--- config.mk ---
export PLATFORM = sky130hd
export DESIGN_NAME = uart_tx_frame
export DESIGN_NICKNAME = d
export VERILOG_FILES = /design/src/rtl/uart_pkg.sv /design/src/rtl/uart_baud_timer.sv /design/src/rtl/uart_tx_frame.sv
export SDC_FILE = /design/constraint.sdc
export NUM_CORES = 1
export LEC_CHECK = 0
export CAP_MARGIN = 5
export CORE_ASPECT_RATIO = 1.75
export CORE_UTILIZATION = 30
export DETAILED_ROUTE_END_ITERATION = 7
export PLACE_DENSITY = 0.58
export SLEW_MARGIN = 20
export SYNTH_ARGS = -nofsm -noshare
export SYNTH_HDL_FRONTEND = slang
export SYNTH_SLANG_ARGS = --single-unit
--- constraint.sdc ---
create_clock -name clock -period 2.1 [get_ports clock]
set_input_delay 0.42 -clock clock [delete_from_list [all_inputs] [get_ports clock]]
set_output_delay 0.42 -clock clock [all_outputs]
set_load 0.02 [all_outputs]
--- src/rtl/uart_pkg.sv ---
// Shared UART definitions: parity selectors, transmitter states and bit timing helper.
package uart_pkg;

   localparam int unsigned PARITY_NONE = 0;
   localparam int unsigned PARITY_EVEN = 1;
   localparam int unsigned PARITY_ODD  = 2;

   typedef enum logic [2:0] {
      StIdle,
      StStart,
      StData,
      StParity,
      StStop
   } tx_state_t;

   // Clocks per bit, rounded to the nearest integer.
   function automatic int unsigned bit_cycles(input int unsigned clock_frequency,
                                              input int unsigned baud_rate);
      return (clock_frequency + baud_rate / 2) / baud_rate;
   endfunction

endpackage

--- src/rtl/uart_baud_timer.sv ---
// Per-bit clock counter: counts 0..BitCycles-1 and flags the last clock of a bit.
module uart_baud_timer #(
   parameter int unsigned BitCycles = 10
) (
   input  logic clock,
   input  logic reset,
   input  logic restart,
   output logic bitEnd
);

   localparam int unsigned CountWidth = $clog2(BitCycles);
   localparam logic [CountWidth-1:0] LastCount = CountWidth'(BitCycles - 1);

   logic [CountWidth-1:0] count_q;

   // Counter restarts at every bit boundary and is held at zero while idle.
   always_ff @(posedge clock) begin
      if (reset || restart) begin
         count_q <= '0;
      end else begin
         count_q <= count_q + CountWidth'(1);
      end
   end

   assign bitEnd = (count_q == LastCount);

endmodule

--- src/rtl/uart_tx_frame.sv ---
// UART frame transmitter: start bit, LSB-first data, optional parity, 1 or 2 stop bits.
module uart_tx_frame
   import uart_pkg::*;
#(
   parameter int unsigned ClockFrequency = 1000000,
   parameter int unsigned BaudRate       = 9600,
   parameter int unsigned DataBits       = 8,
   parameter int unsigned ParityMode     = PARITY_NONE,
   parameter int unsigned StopBits       = 1
) (
   input  logic                clock,
   input  logic                reset,
   input  logic                startTransmission,
   input  logic [DataBits-1:0] data,
   output logic                busy,
   output logic                done,
   output logic                tx
);

   localparam int unsigned BitCycles   = bit_cycles(ClockFrequency, BaudRate);
   localparam logic [3:0]  LastDataIdx = 4'(DataBits - 1);
   localparam logic        LastStopIdx = 1'(StopBits - 1);
   localparam logic        OddParity   = (ParityMode == PARITY_ODD);

   if (BitCycles < 2) begin : g_bad_bit_cycles
      $error("uart_tx_frame: BitCycles must be at least 2");
   end
   if (DataBits < 5 || DataBits > 9) begin : g_bad_data_bits
      $error("uart_tx_frame: DataBits must be in 5..9");
   end
   if (StopBits != 1 && StopBits != 2) begin : g_bad_stop_bits
      $error("uart_tx_frame: StopBits must be 1 or 2");
   end
   if (ParityMode > PARITY_ODD) begin : g_bad_parity
      $error("uart_tx_frame: illegal ParityMode");
   end

   tx_state_t           state_q, state_d;
   logic [DataBits-1:0] shreg_q, shreg_d;
   logic                parity_q, parity_d;
   logic [3:0]          bit_idx_q, bit_idx_d;
   logic                stop_idx_q, stop_idx_d;
   logic                tx_q, tx_d;
   logic                bit_end;
   logic                restart;

   // Hold the counter at zero while idle so the start bit gets a full BitCycles.
   assign restart = (state_q == StIdle) || bit_end;

   uart_baud_timer #(
      .BitCycles(BitCycles)
   ) u_baud_timer (
      .clock  (clock),
      .reset  (reset),
      .restart(restart),
      .bitEnd (bit_end)
   );

   // Next-state and next line value; tx_d is the level for the coming clock.
   always_comb begin
      state_d    = state_q;
      shreg_d    = shreg_q;
      parity_d   = parity_q;
      bit_idx_d  = bit_idx_q;
      stop_idx_d = stop_idx_q;
      tx_d       = tx_q;
      unique case (state_q)
         StIdle: begin
            tx_d = 1'b1;
            if (startTransmission) begin
               state_d  = StStart;
               shreg_d  = data;
               parity_d = (^data) ^ OddParity;
               tx_d     = 1'b0;
            end
         end
         StStart: begin
            if (bit_end) begin
               state_d   = StData;
               bit_idx_d = '0;
               tx_d      = shreg_q[0];
            end
         end
         StData: begin
            if (bit_end) begin
               if (bit_idx_q == LastDataIdx) begin
                  if (ParityMode != PARITY_NONE) begin
                     state_d = StParity;
                     tx_d    = parity_q;
                  end else begin
                     state_d    = StStop;
                     stop_idx_d = 1'b0;
                     tx_d       = 1'b1;
                  end
               end else begin
                  // Shift so the next bit to send always sits at shreg_q[0].
                  bit_idx_d = bit_idx_q + 4'd1;
                  shreg_d   = shreg_q >> 1;
                  tx_d      = shreg_q[1];
               end
            end
         end
         StParity: begin
            if (bit_end) begin
               state_d    = StStop;
               stop_idx_d = 1'b0;
               tx_d       = 1'b1;
            end
         end
         StStop: begin
            tx_d = 1'b1;
            if (bit_end) begin
               if (stop_idx_q == LastStopIdx) begin
                  state_d = StIdle;
               end else begin
                  stop_idx_d = 1'b1;
               end
            end
         end
         default: begin
            state_d = StIdle;
            tx_d    = 1'b1;
         end
      endcase
   end

   // State registers; reset wins over any request in the same cycle.
   always_ff @(posedge clock) begin
      if (reset) begin
         state_q    <= StIdle;
         shreg_q    <= '0;
         parity_q   <= 1'b0;
         bit_idx_q  <= '0;
         stop_idx_q <= 1'b0;
         tx_q       <= 1'b1;
      end else begin
         state_q    <= state_d;
         shreg_q    <= shreg_d;
         parity_q   <= parity_d;
         bit_idx_q  <= bit_idx_d;
         stop_idx_q <= stop_idx_d;
         tx_q       <= tx_d;
      end
   end

   assign busy = (state_q != StIdle);
   assign done = (state_q == StStop) && (stop_idx_q == LastStopIdx) && bit_end;
   assign tx   = tx_q;

endmodule

# Word-level counts from Yosys, hierarchy flattened
# Cells that the tools add are included.
dict set report word_totals {
  inputBits 11
  reg_bits 24
  wordCells 65
  out_inout_bits 3
}
dict set report classes {
  eq_ne 14
  n_addsub 2
  n_mux 28
  n_bitwise 1
  reduce_logical 14
}
# cell count
set ops {}
lappend ops {{8-bit two-way mux} 3}
lappend ops {{3-bit two-way mux} 7}
lappend ops {{2-bit inequality test (second input constant)} 8}
lappend ops {{8-bit one-hot mux with 2 select lines} 1}
lappend ops {{3-bit one-hot mux with 5 select lines} 1}
lappend ops {{4-bit two-way mux} 3}
lappend ops {{1-bit two-way mux} 10}
lappend ops {{4-bit one-hot mux with 2 select lines} 1}
lappend ops {{4-bit AND reduction} 2}
lappend ops {{7-bit by 1-bit adder with 7-bit output (second input constant)} 1}
lappend ops {{7-bit equality test (second input constant)} 1}
lappend ops {{7-bit AND reduction} 1}
lappend ops {{3-bit by 2-bit equality test with 1-bit output (second input constant)} 2}
lappend ops {{3-bit nonzero test} 2}
lappend ops {{5-bit AND reduction} 1}
lappend ops {{4-bit by 1-bit adder with 4-bit output (second input constant)} 1}
lappend ops {{4-bit by 3-bit equality test with 1-bit output (second input constant)} 1}
lappend ops {{1-bit one-hot mux with 4 select lines} 1}
lappend ops {{2-bit nonzero test} 2}
lappend ops {{3-bit by 1-bit equality test with 1-bit output (second input constant)} 1}
lappend ops {{3-bit equality test (second input constant)} 1}
lappend ops {{3-bit zero test} 1}
lappend ops {{1-bit one-hot mux with 3 select lines} 1}
lappend ops {{3-bit AND reduction} 1}
lappend ops {{other kinds (3)} 5}

# Logic depth before layout (Yosys ltp)
# Gate-level depths: netlist of the first run.
dict set report logic_depth {
  word_depth 4
  ltp_mapped 6
  depth_no_buf 5
}

# Modules after synthesis
# From an unflattened synthesis of the first run, not the netlist that was laid out.
dict set report hier_totals {
  hier_cells 128
  hier_area_um2 1178.6
}
# module seq_area_each_um2 n_inst cells_each area_each_um2
set by_module_without_submodules {}
lappend by_module_without_submodules {uart_tx_frame 320.3 1 95 878.3}
lappend by_module_without_submodules {uart_baud_timer 140.1 1 33 300.3}

# Worst setup path before layout of the first run
# OpenSTA, ideal clock, no wires.
dict set report synth_timing {
  path_kind {register -> output}
  startpoint {reg u_baud_timer.count_q[0]}
  endpoint {out done}
  stages_incl_launch_ff 5
  required_time_ns 1.680
  setup_slack_ns 0.555
  n_path_buf 0
  arrival_time_ns 1.125
  cell_sequence {dfxtp_1 > ha_1 > nand3_1 > nor3_1 > and3_1}
}
dict set report synth_via {
  elab_chain_len 2
}
# item line
set synth_rtl {}
lappend synth_rtl {{from (decl)} uart_baud_timer.sv:14} ;# logic [CountWidth-1:0] count_q;
lappend synth_rtl {{from (signal assigned)} uart_baud_timer.sv:21} ;# count_q <= count_q + CountWidth'(1);
lappend synth_rtl {{7-bit equality test} uart_baud_timer.sv:25} ;# assign bitEnd = (count_q == LastCount);
lappend synth_rtl {{1-bit logical AND} uart_tx_frame.sv:147} ;# assign done = (state_q == StStop) && (stop_idx_q == LastStopIdx) && bit_end;
lappend synth_rtl {{to (decl)} uart_tx_frame.sv:16} ;# output logic done,
# No other way between the ends.

# Final worst setup path of the first run
# Same ends and word-level chain as after synthesis.

==> metrics.md, run 1 <==
| Metric | Value |
|---|---|
| Row count | 31 |
| Largest net degree at the start of global routing | 16 |
| Final estimated routing congestion in global placement | 0.792 |
| Share of layout cells above drive strength 1 | 16.3% |
| H-tree depth | 1 |
| CP Max Fanout | 4 |
| Reg-to-reg critical path startpoint | u_baud_timer.count_q[0] |
| Final nets | 174 |
| Starting Density | 31.1% |
| Num Clock Sinks | 23 |
| Min-delay src | shreg_q[0] |
| Max Fclk | 496 MHz |
| Actual slew at the worst max-slew pin | 0.505 ns |
| Worst-Skew Late Latency | 0.26 ns |
| Vias in the first global route | 1070 |
| Setup crit start kind | register |
| I/O pin cnt | 14 |
| CTS tree | built |
| Hold Path Depth | 2 |
| Fin crit share | 96.0% |
| EDFF count, synth | 0 |
| CTS root buffer | clkbuf_8 |
| Cells after DPL | 205 |
| RR Endpoint | shreg_q[3] |
| Diodes inserted | 0 |
| Worst Path Required | 1.68 ns |
| Fin Hold WS | 0.468 ns |
| Max Cap Viol | 0 |
| Total power | 848 µW |
| Layout area overhead | 20.2% |
| Syn Nets | 154 |
| Critical path, cell by cell | ha_1 -> nand3_2 -> nor3_2 -> and3_1 -> clkdlybuf4s15_2 |
| First-pass detailed-route iteration total | 4 |
| Slew Limit Headroom | 66.3% |
| CTS max path bufs | 2 |
| Mapped Area | 0.00128 mm² |
| Slowest Stage Delay on Critical Path | 0.34 ns |
| Pwr Density | 552 mW/mm² |
| Avg Inst Size Synth | 9.07 µm² |
| Hold Crit Class | reg -> reg |
| Slew Limit Fails | 0 |
| Drt via density | 5.25 |
| Post-synthesis sequential area ratio | 36.0% |
| Post-detail-place hpwl | 2010 µm |
| FILL cells | 456 |
| Hold EP | shreg_q[0] |
| CTS buffer count | 3 |
| Number of buffers added on ports | 13 |
| Synth Flop Type | dfxtp_1 |
| Residual DRC | 0 |
| DRT antenna net count | 0 |
| 1st-iter DRT viols | 17 |
| Outcome | complete, no violations |
| Worst setup path class | reg -> out |
| CORE AREA | 0.00411 mm² |
| Gr ovfl total | 0 |
| VDD IR-drop max | 0.337 mV |
| Synth warn | 0 |
| Setup violators final | 0 |
| Synth Instances | 141 |
| Final WL | 2660 µm |
| Clock Pin Slew Worst Setup and Hold Paths | 0.08 ns |
| Post-layout utilization of the core | 37.4% |
| R2R Setup Slk | 0.25 ns |
| Initial antenna violation count | 0 |
| Die Span Y | 88.4 µm |
| Post-synth ARST share | 0% |
| Die width | 51.4 µm |
| Lkg Pwr | 0.537 nW |
| First-pass GRT wire length | 4570 µm |
| Drt wl/cell | 12.7 µm |
| Yosys reg bits | 23 |
| Critical-path cell with the highest stage delay | dfxtp_1 |
| Die area | 0.00454 mm² |
| Most common cell after layout, fill and taps aside | dfxtp_1 |
| Post-layout min period | 2.02 ns |
| Layout Cells excl Fill | 209 |
| Data arrival, critical path | 1.60 ns |
| Reg2Reg Depth | 5 |
| Clk_skew | 0.00201 ns |
| Commonest non-fill, non-tap cells in the layout | dfxtp_1 (23), inv_1 (12), clkdlybuf4s50_1 (12) |
| Hold Violations, Final | 0 |
| Nature of the critical path endpoint | primary output |
| Library cells used by synthesis | 39 |
| Total GRT Usage | 13.1% |
| Vias post-DR | 1097 |
==> repair_timing <==
action,in CTS,in global routing
pin swaps,0,0
resized for setup,3,2
hold buffers,0,0
setup endpoints to repair,1,1
buffers inserted,0,0
==> per-stage QoR <==
stage / TNS, ns / cell area (µm²) / setup slack [ns]
after detailed placement: -0.00998 / 1480 / -0.00998
after global routing: -0.000752 / 1540 / -0.000752
final: 0 / 1540 / 0.0847
after CTS: 0 / 1530 / 0.0307
after global placement: 0 / 1480 / 0.0363
after floorplan: 0 / 1280 / 0.555
==> logic make-up after synthesis <==
kind of cell,Yosys count,share of synthesized area (%)
AO/OA/AOI/OAI,31,19.9
adder cells (fa/ha/maj),2,1.96
AND/OR/NAND/NOR,58,28.7
buffers and inverters,21,9.20
flip-flops,23,36.0
multiplexers,2,1.57
XOR/XNOR,4,2.74
==> state kept, by name, summed over array words and instances, names as in the netlist <==
name,flops
bit_idx_q,4
state_q,3
u_baud_timer.count_q,7
shreg_q,8
tx,1
==> cell type report <==
class / instances / area, µm² / area share (%)
Inverter: 12 / 45.0 / 2.93
Multi-Input combinational cell: 97 / 711 / 46.3
Clock buffer: 4 / 45.0 / 2.93
Tap cell: 49 / 61.3 / 3.99
Timing Repair Buffer: 24 / 214 / 13.9
Sequential cell: 23 / 460 / 30.0
==> synth_stat cells (3+ instances only) <==
library cell  count  share of area (%)
buf_6             5                4.4
a221oi_1          5                3.4
o31ai_1           3                1.8
nor2_1            9                2.6
inv_1            12                3.5
nand2_1           6                1.8
nand3_1           8                3.1
a311oi_1          7                4.8
nand2b_1          5                2.4
clkbuf_1          3               0.88
nor2b_1           9                4.4
o21ai_0           4                1.6
a21oi_1           4                1.6
nor3_1            5                2.0
and3_1            4                2.0
dfxtp_1          23                 36
==> how the worst max path moves through the flow <==
stage | startpoint | depth (start not counted) | end | slack (ns)
floorplan | u_baud_timer.count_q[0] | 4 | done | 0.56
global placement | u_baud_timer.count_q[0] | 5 | done | 0.04
detailed placement | u_baud_timer.count_q[0] | 5 | done | -0.01
CTS | u_baud_timer.count_q[0] | 5 | done | 0.03
global route | u_baud_timer.count_q[0] | 5 | done | -0.0008
finish | u_baud_timer.count_q[0] | 5 | done | 0.08
==> report_power, final <==
part           internal, mW  switching, mW
Sequential            0.454         0.0109
Clock                 0.135          0.139
Combinational        0.0581         0.0508
Total                 0.648          0.201
==> per-layer routing <==
layer,vias to the layer above,wire length [µm],global-route usage [%]
li1,551,-,-
met1,522,1130,13.5
met2,17,1420,25.0
met5,-,0,0
met3,7,58,1.89
met4,0,59,6.39
==> critical path, delay by kind of cell, from the launching register on <==
family                     cells  cell delay [ns]
adders and majority gates      1             0.24
buffers and inverters          1             0.25
DFF                            1             0.34
and+or+nand+nor                3             0.51
No activity file was read; power rests on OpenSTA's default activity.
==> run 2, diff against run 1 <==
--- a/config.mk
+++ b/config.mk
@@ -10,6 +10,7 @@
 export CORE_UTILIZATION = 30
 export DETAILED_ROUTE_END_ITERATION = 7
 export PLACE_DENSITY = 0.58
+export SETUP_SLACK_MARGIN = 0.2
 export SLEW_MARGIN = 20
 export SYNTH_ARGS = -nofsm -noshare
 export SYNTH_HDL_FRONTEND = slang
==> metrics.md, run 2 (synthesis results as in run 1) <==
| Metric | Value |
|---|---|
| Post-layout min period | 1.82 ns |
| First-pass detailed-route iteration total | 3 |
| Unrepaired setup endpoints after global routing | yes |
| Max reg flops | 8 |
| Min-delay src | shreg_q[0] |
| Share of layout cells above drive strength 1 | 17.5% |
| Nature of the critical path endpoint | primary output |
| Total GRT Usage | 13.2% |
| Hold_buf cts | 0 |
| Residual DRC | 0 |
| Vias post-DR | 1079 |
| Worst-Skew Late Latency | 0.26 ns |
| Layout area overhead | 20.6% |
| Pwr Density | 549 mW/mm² |
| Lkg Pwr | 0.538 nW |
| Die area | 0.00454 mm² |
| Worst Path Required | 1.68 ns |
| Final worst setup slack | 0.276 ns |
| Max Fclk | 548 MHz |
| Clock Pin Slew Worst Setup and Hold Paths | 0.08 ns |
| Final estimated routing congestion in global placement | 0.792 |
| Slew Limit Headroom | 76.6% |
| FF/Latch Area | 460 µm² |
| FILL cells | 454 |
| CTS buffer count | 3 |
| CP Max Fanout | 4 |
| DP Area | 0.00148 mm² |
| Worst setup path class | reg -> out |
| Final nets | 174 |
| Slew Limit Fails | 0 |
| Post-detail-place hpwl | 2010 µm |
| Reg-to-reg critical path startpoint | u_baud_timer.count_q[0] |
| Starting Density | 31.1% |
| Place WS | -0.00998 ns |
| Hold Crit Class | reg -> reg |
| Row count | 31 |
| H-tree depth | 1 |
| Number of buffers added on ports | 13 |
| VDD IR-drop max | 0.336 mV |
| Die Span Y | 88.4 µm |
| Actual slew at the worst max-slew pin | 0.351 ns |
| DRT antenna net count | 0 |
| Clk_skew | 0.00179 ns |
| Setup violators final | 0 |
| Critical path, cell by cell | ha_2 -> nand3_2 -> nor3_2 -> and3_1 -> buf_2 |
| Fin crit share | 86.9% |
| Hold Violations, Final | 0 |
| Postcts setup bufs | 0 |
| Top Registers | shreg_q (8), u_baud_timer.count_q (7), bit_idx_q (4) |
| Drt wl/cell | 12.7 µm |
| Multi-input gate area | 724 µm² |
| Diodes inserted | 0 |
| Biggest register | shreg_q |
| Drt via density | 5.16 |
| CTS root buffer | clkbuf_8 |
| Outcome | complete, no violations |
| First-pass GRT wire length | 4600 µm |
| Slowest Stage Delay on Critical Path | 0.34 ns |
| Crit path from | u_baud_timer.count_q[0] |
| CP Buf/Inv Count | 1 |
| Max Cap Viol | 0 |
| Vias in the first global route | 1077 |
| Final WL | 2660 µm |
| Gr ovfl total | 0 |
| CORE AREA | 0.00411 mm² |
| CTS tree | built |
| Setup crit start kind | register |
| Final instance area | 0.00154 mm² |
| CP delay by family, top | simple AND/OR/NAND/NOR gates |
| CTS max path bufs | 2 |
| Die width | 51.4 µm |
| Largest net degree at the start of global routing | 16 |
| 1st-iter DRT viols | 19 |
| Num Clock Sinks | 23 |
| Data arrival, critical path | 1.40 ns |
| Critical-path cell with the highest stage delay | dfxtp_1 |
| Commonest non-fill, non-tap cells in the layout | dfxtp_1 (23), inv_1 (12), clkdlybuf4s50_1 (11), buf_4 (11) |
| Most common cell after layout, fill and taps aside | dfxtp_1 |
| I/O pin cnt | 14 |
| Initial antenna violation count | 0 |
==> run 2: cell types whose count changed in the layout (fill, tap and decap cells not counted), sizes merged <==
cell,previous run,this run
buf,11,12
clkdlybuf4s15,1,0
clkdlybuf4s50,12,11
dlygate4sd2,0,1
==> run 2: final cells by class <==
cell class / instances / area share (%)
clock buffer: 4 / 2.92
multi-input combinational: 97 / 47.0
sequential: 23 / 29.8
timing repair buffer: 24 / 13.4
tap: 49 / 3.97
inverter: 12 / 2.92
==> run 2: worst register-to-register path: stages (launching register included) <==
cell and delay (ns):
dfxtp_1 0.34, ha_2 0.22, and3_1 0.29, nand2_1 0.20, a211oi_2 0.34, mux2i_1 0.23
==> run 2: stage by stage <==
stage	util [%]	hold slack (ns)	total power, mW	TNS (ns)	std cells
6_report	37.5	0.468	0.847	0	209
5_1_grt	37.5	0.490	0.890	0	209
4_1_cts	37.4	0.471	0.855	0	209
3_5_place_dp	36.0	0.459	0.584	-0.00998	205
3_3_place_gp	36.0	0.461	0.583	0	205
2_1_floorplan	-	0.413	0.542	0	141
==> run 2: what timing repair did <==
item | CTS | global route
endpoints found under the setup margin | 2 | 5
pin swaps | 0 | 2
resized for setup | 7 | 3
==> run 2: per-layer routing <==
| layer | track usage, % | routed length (µm) |
|---|---|---|
| met1 | 13.6 | 1130 |
| met2 | 25.1 | 1400 |
| met4 | 6.39 | 59 |
| met5 | 0 | 0 |
| met3 | 1.89 | 60 |
==> run 2: worst paths after layout <==
kind	cells after the start	slack (ns)	end
setup reg to reg	5	0.41	bit_idx_q[1]
setup / recovery	5	0.28	done
hold / removal	2	0.47	shreg_q[0]
hold reg to reg	2	0.47	shreg_q[0]
==> run 2: report_power, final <==
part           internal (mW)  total (mW)  switching (mW)  leakage [nW]
combinational         0.0573       0.108          0.0510         0.327
clock                  0.135       0.274           0.139        0.0228
sequential             0.454       0.465          0.0110         0.188
==> run 3, diff against run 2 <==
--- a/config.mk
+++ b/config.mk
@@ -7,6 +7,7 @@
 export LEC_CHECK = 0
 export CAP_MARGIN = 5
 export CORE_ASPECT_RATIO = 1.75
+export CORE_MARGIN = 10
 export CORE_UTILIZATION = 30
 export DETAILED_ROUTE_END_ITERATION = 7
 export PLACE_DENSITY = 0.58
==> metrics.md, run 3 (synthesis results as in run 1) <==
| Metric | Value |
|---|---|
| Diodes inserted | 0 |
| Post-layout utilization of the core | 37.4% |
| Total power | 852 µW |
| Max Cap Viol | 0 |
| Die width | 69.4 µm |
| Largest net degree at the start of global routing | 16 |
| Row count | 31 |
| Gr ovfl total | 0 |
| Fin Hold WS | 0.478 ns |
| Worst setup path class | reg -> out |
| Drt via density | 5.22 |
| Final estimated routing congestion in global placement | 0.710 |
| Final WL | 2830 µm |
| CTS max path bufs | 2 |
| Setup violators final | 0 |
| Most common cell after layout, fill and taps aside | dfxtp_1 |
| Drt wl/cell | 13.4 µm |
| Vias post-DR | 1101 |
| H-tree depth | 1 |
| Final instance area | 0.00155 mm² |
| Top Registers | shreg_q (8), u_baud_timer.count_q (7), bit_idx_q (4) |
| First-pass detailed-route iteration total | 4 |
| CORE AREA | 0.00415 mm² |
| Commonest non-fill, non-tap cells in the layout | dfxtp_1 (22), buf_4 (14), inv_1 (12) |
| Residual DRC | 0 |
| Hold Crit Class | reg -> reg |
| Initial antenna violation count | 0 |
| Layout area overhead | 21.3% |
| Slew Limit Fails | 0 |
| Vias in the first global route | 1125 |
| Reg-to-reg critical path startpoint | u_baud_timer.count_q[1] |
| Setup TNS | 0 ns |
| Combinational group share of total power | 12.2% |
| First-pass GRT wire length | 4800 µm |
| Post-detail-place hpwl | 2240 µm |
| CP Max Fanout | 3 |
| CTS buffer count | 3 |
| Outcome | complete, no violations |
| Sw frac | 24.7% |
| R2R Setup Slk | 0.40 ns |
| Post-layout min period | 1.80 ns |
| Total GRT Usage | 7.36% |
| Clk_skew | 0.00402 ns |
| Share of layout cells above drive strength 1 | 19.1% |
| CTS tree | built |
| Die Span Y | 106 µm |
| VDD IR-drop max | 0.306 mV |
| Actual slew at the worst max-slew pin | 0.480 ns |
| Unrepaired setup endpoints after global routing | no |
| 1st-iter DRT viols | 21 |
| RR Endpoint | shreg_q[2] |
| Place WS | 0.00691 ns |
| Crit path from | u_baud_timer.count_q[1] |
| Slew Limit Headroom | 67.9% |
| Hold Violations, Final | 0 |
| DRT antenna net count | 0 |
| Final worst setup slack | 0.304 ns |
| Sequential share of power | 54.7% |
| Die area | 0.00738 mm² |
| Fin crit share | 85.5% |
| Sw Pwr | 211 µW |
| Pwr Density | 549 mW/mm² |
| Critical path, cell by cell | ha_2 -> nand3_2 -> nor3_2 -> and3_1 -> buf_4 |
| Clock Pin Slew Worst Setup and Hold Paths | 0.08 ns |
| Internal | 641 µW |
| Final nets | 176 |
| Max Fclk | 557 MHz |
| Lkg Pwr | 0.553 nW |
| Layout Cells excl Fill | 211 |
| Critical-path cell with the highest stage delay | dfxtp_1 |
| Num Clock Sinks | 23 |
| Number of buffers added on ports | 13 |
| Clock power frac | 33.1% |
| DP Area | 0.00149 mm² |
| Slowest Stage Delay on Critical Path | 0.34 ns |
| CP Capture Point | done |
| Cells after DPL | 206 |
| Reg2Reg Depth | 7 |
| Worst Path Required | 1.68 ns |
| Biggest register | shreg_q |
| CTS root buffer | clkbuf_8 |
| Starting Density | 30.8% |
| Max reg flops | 8 |
| Data arrival, critical path | 1.38 ns |
| I/O pin cnt | 14 |
| Setup crit start kind | register |
| Worst-Skew Late Latency | 0.26 ns |
| Nature of the critical path endpoint | primary output |
==> run 3: worst min path at each step <==
stage | from | to | slack, ns | cells past startpoint
after floorplan | u_baud_timer.count_q[0] | u_baud_timer.count_q[0] | 0.41 | 1
final | shreg_q[0] | shreg_q[0] | 0.48 | 2
after global routing | shreg_q[2] | shreg_q[2] | 0.50 | 2
after detailed placement | u_baud_timer.count_q[0] | u_baud_timer.count_q[0] | 0.45 | 1
after global placement | u_baud_timer.count_q[0] | u_baud_timer.count_q[0] | 0.42 | 1
after CTS | u_baud_timer.count_q[0] | u_baud_timer.count_q[0] | 0.46 | 1
==> run 3: what timing repair did <==
action,in CTS,in global routing
gates resized for setup,6,4
pin swaps,1,1
setup buffers,0,1
setup endpoints to repair,2,2
hold buffers,0,0
==> run 3: power groups by stage <==
stage                     Sequential, mW  Combinational (mW)  Clock, mW
after floorplan                    0.476              0.0659          0
after global placement             0.476               0.102          0
after detailed placement           0.476               0.104          0
after CTS                          0.466               0.103      0.289
after global routing               0.468               0.115      0.306
final                              0.466               0.104      0.282
==> run 3: cell type report <==
class                   count  area [µm²]
fillers                   422        2600
repair buffers             26         224
well taps                  49        61.3
clock inverters             1        5.00
inverters                  12        45.0
multi-input cells          97         713
flip-flops and latches     23         462
clock buffers               3        41.3
==> run 3: worst max-delay path, delay by kind of cell, from the launching register on <==
family                     cells  cell delay, ns
buffers and inverters          1            0.14
DFF                            1            0.34
adders and majority gates      1            0.18
and+or+nand+nor                3            0.46
==> run 3: metal layers <==
metal / GRT usage [%] / share of wire (%)
met4: 2.31 / 0.46
met1: 6.93 / 41
met2: 15.1 / 56
met3: 1.40 / 2.4
met5: 0 / 0
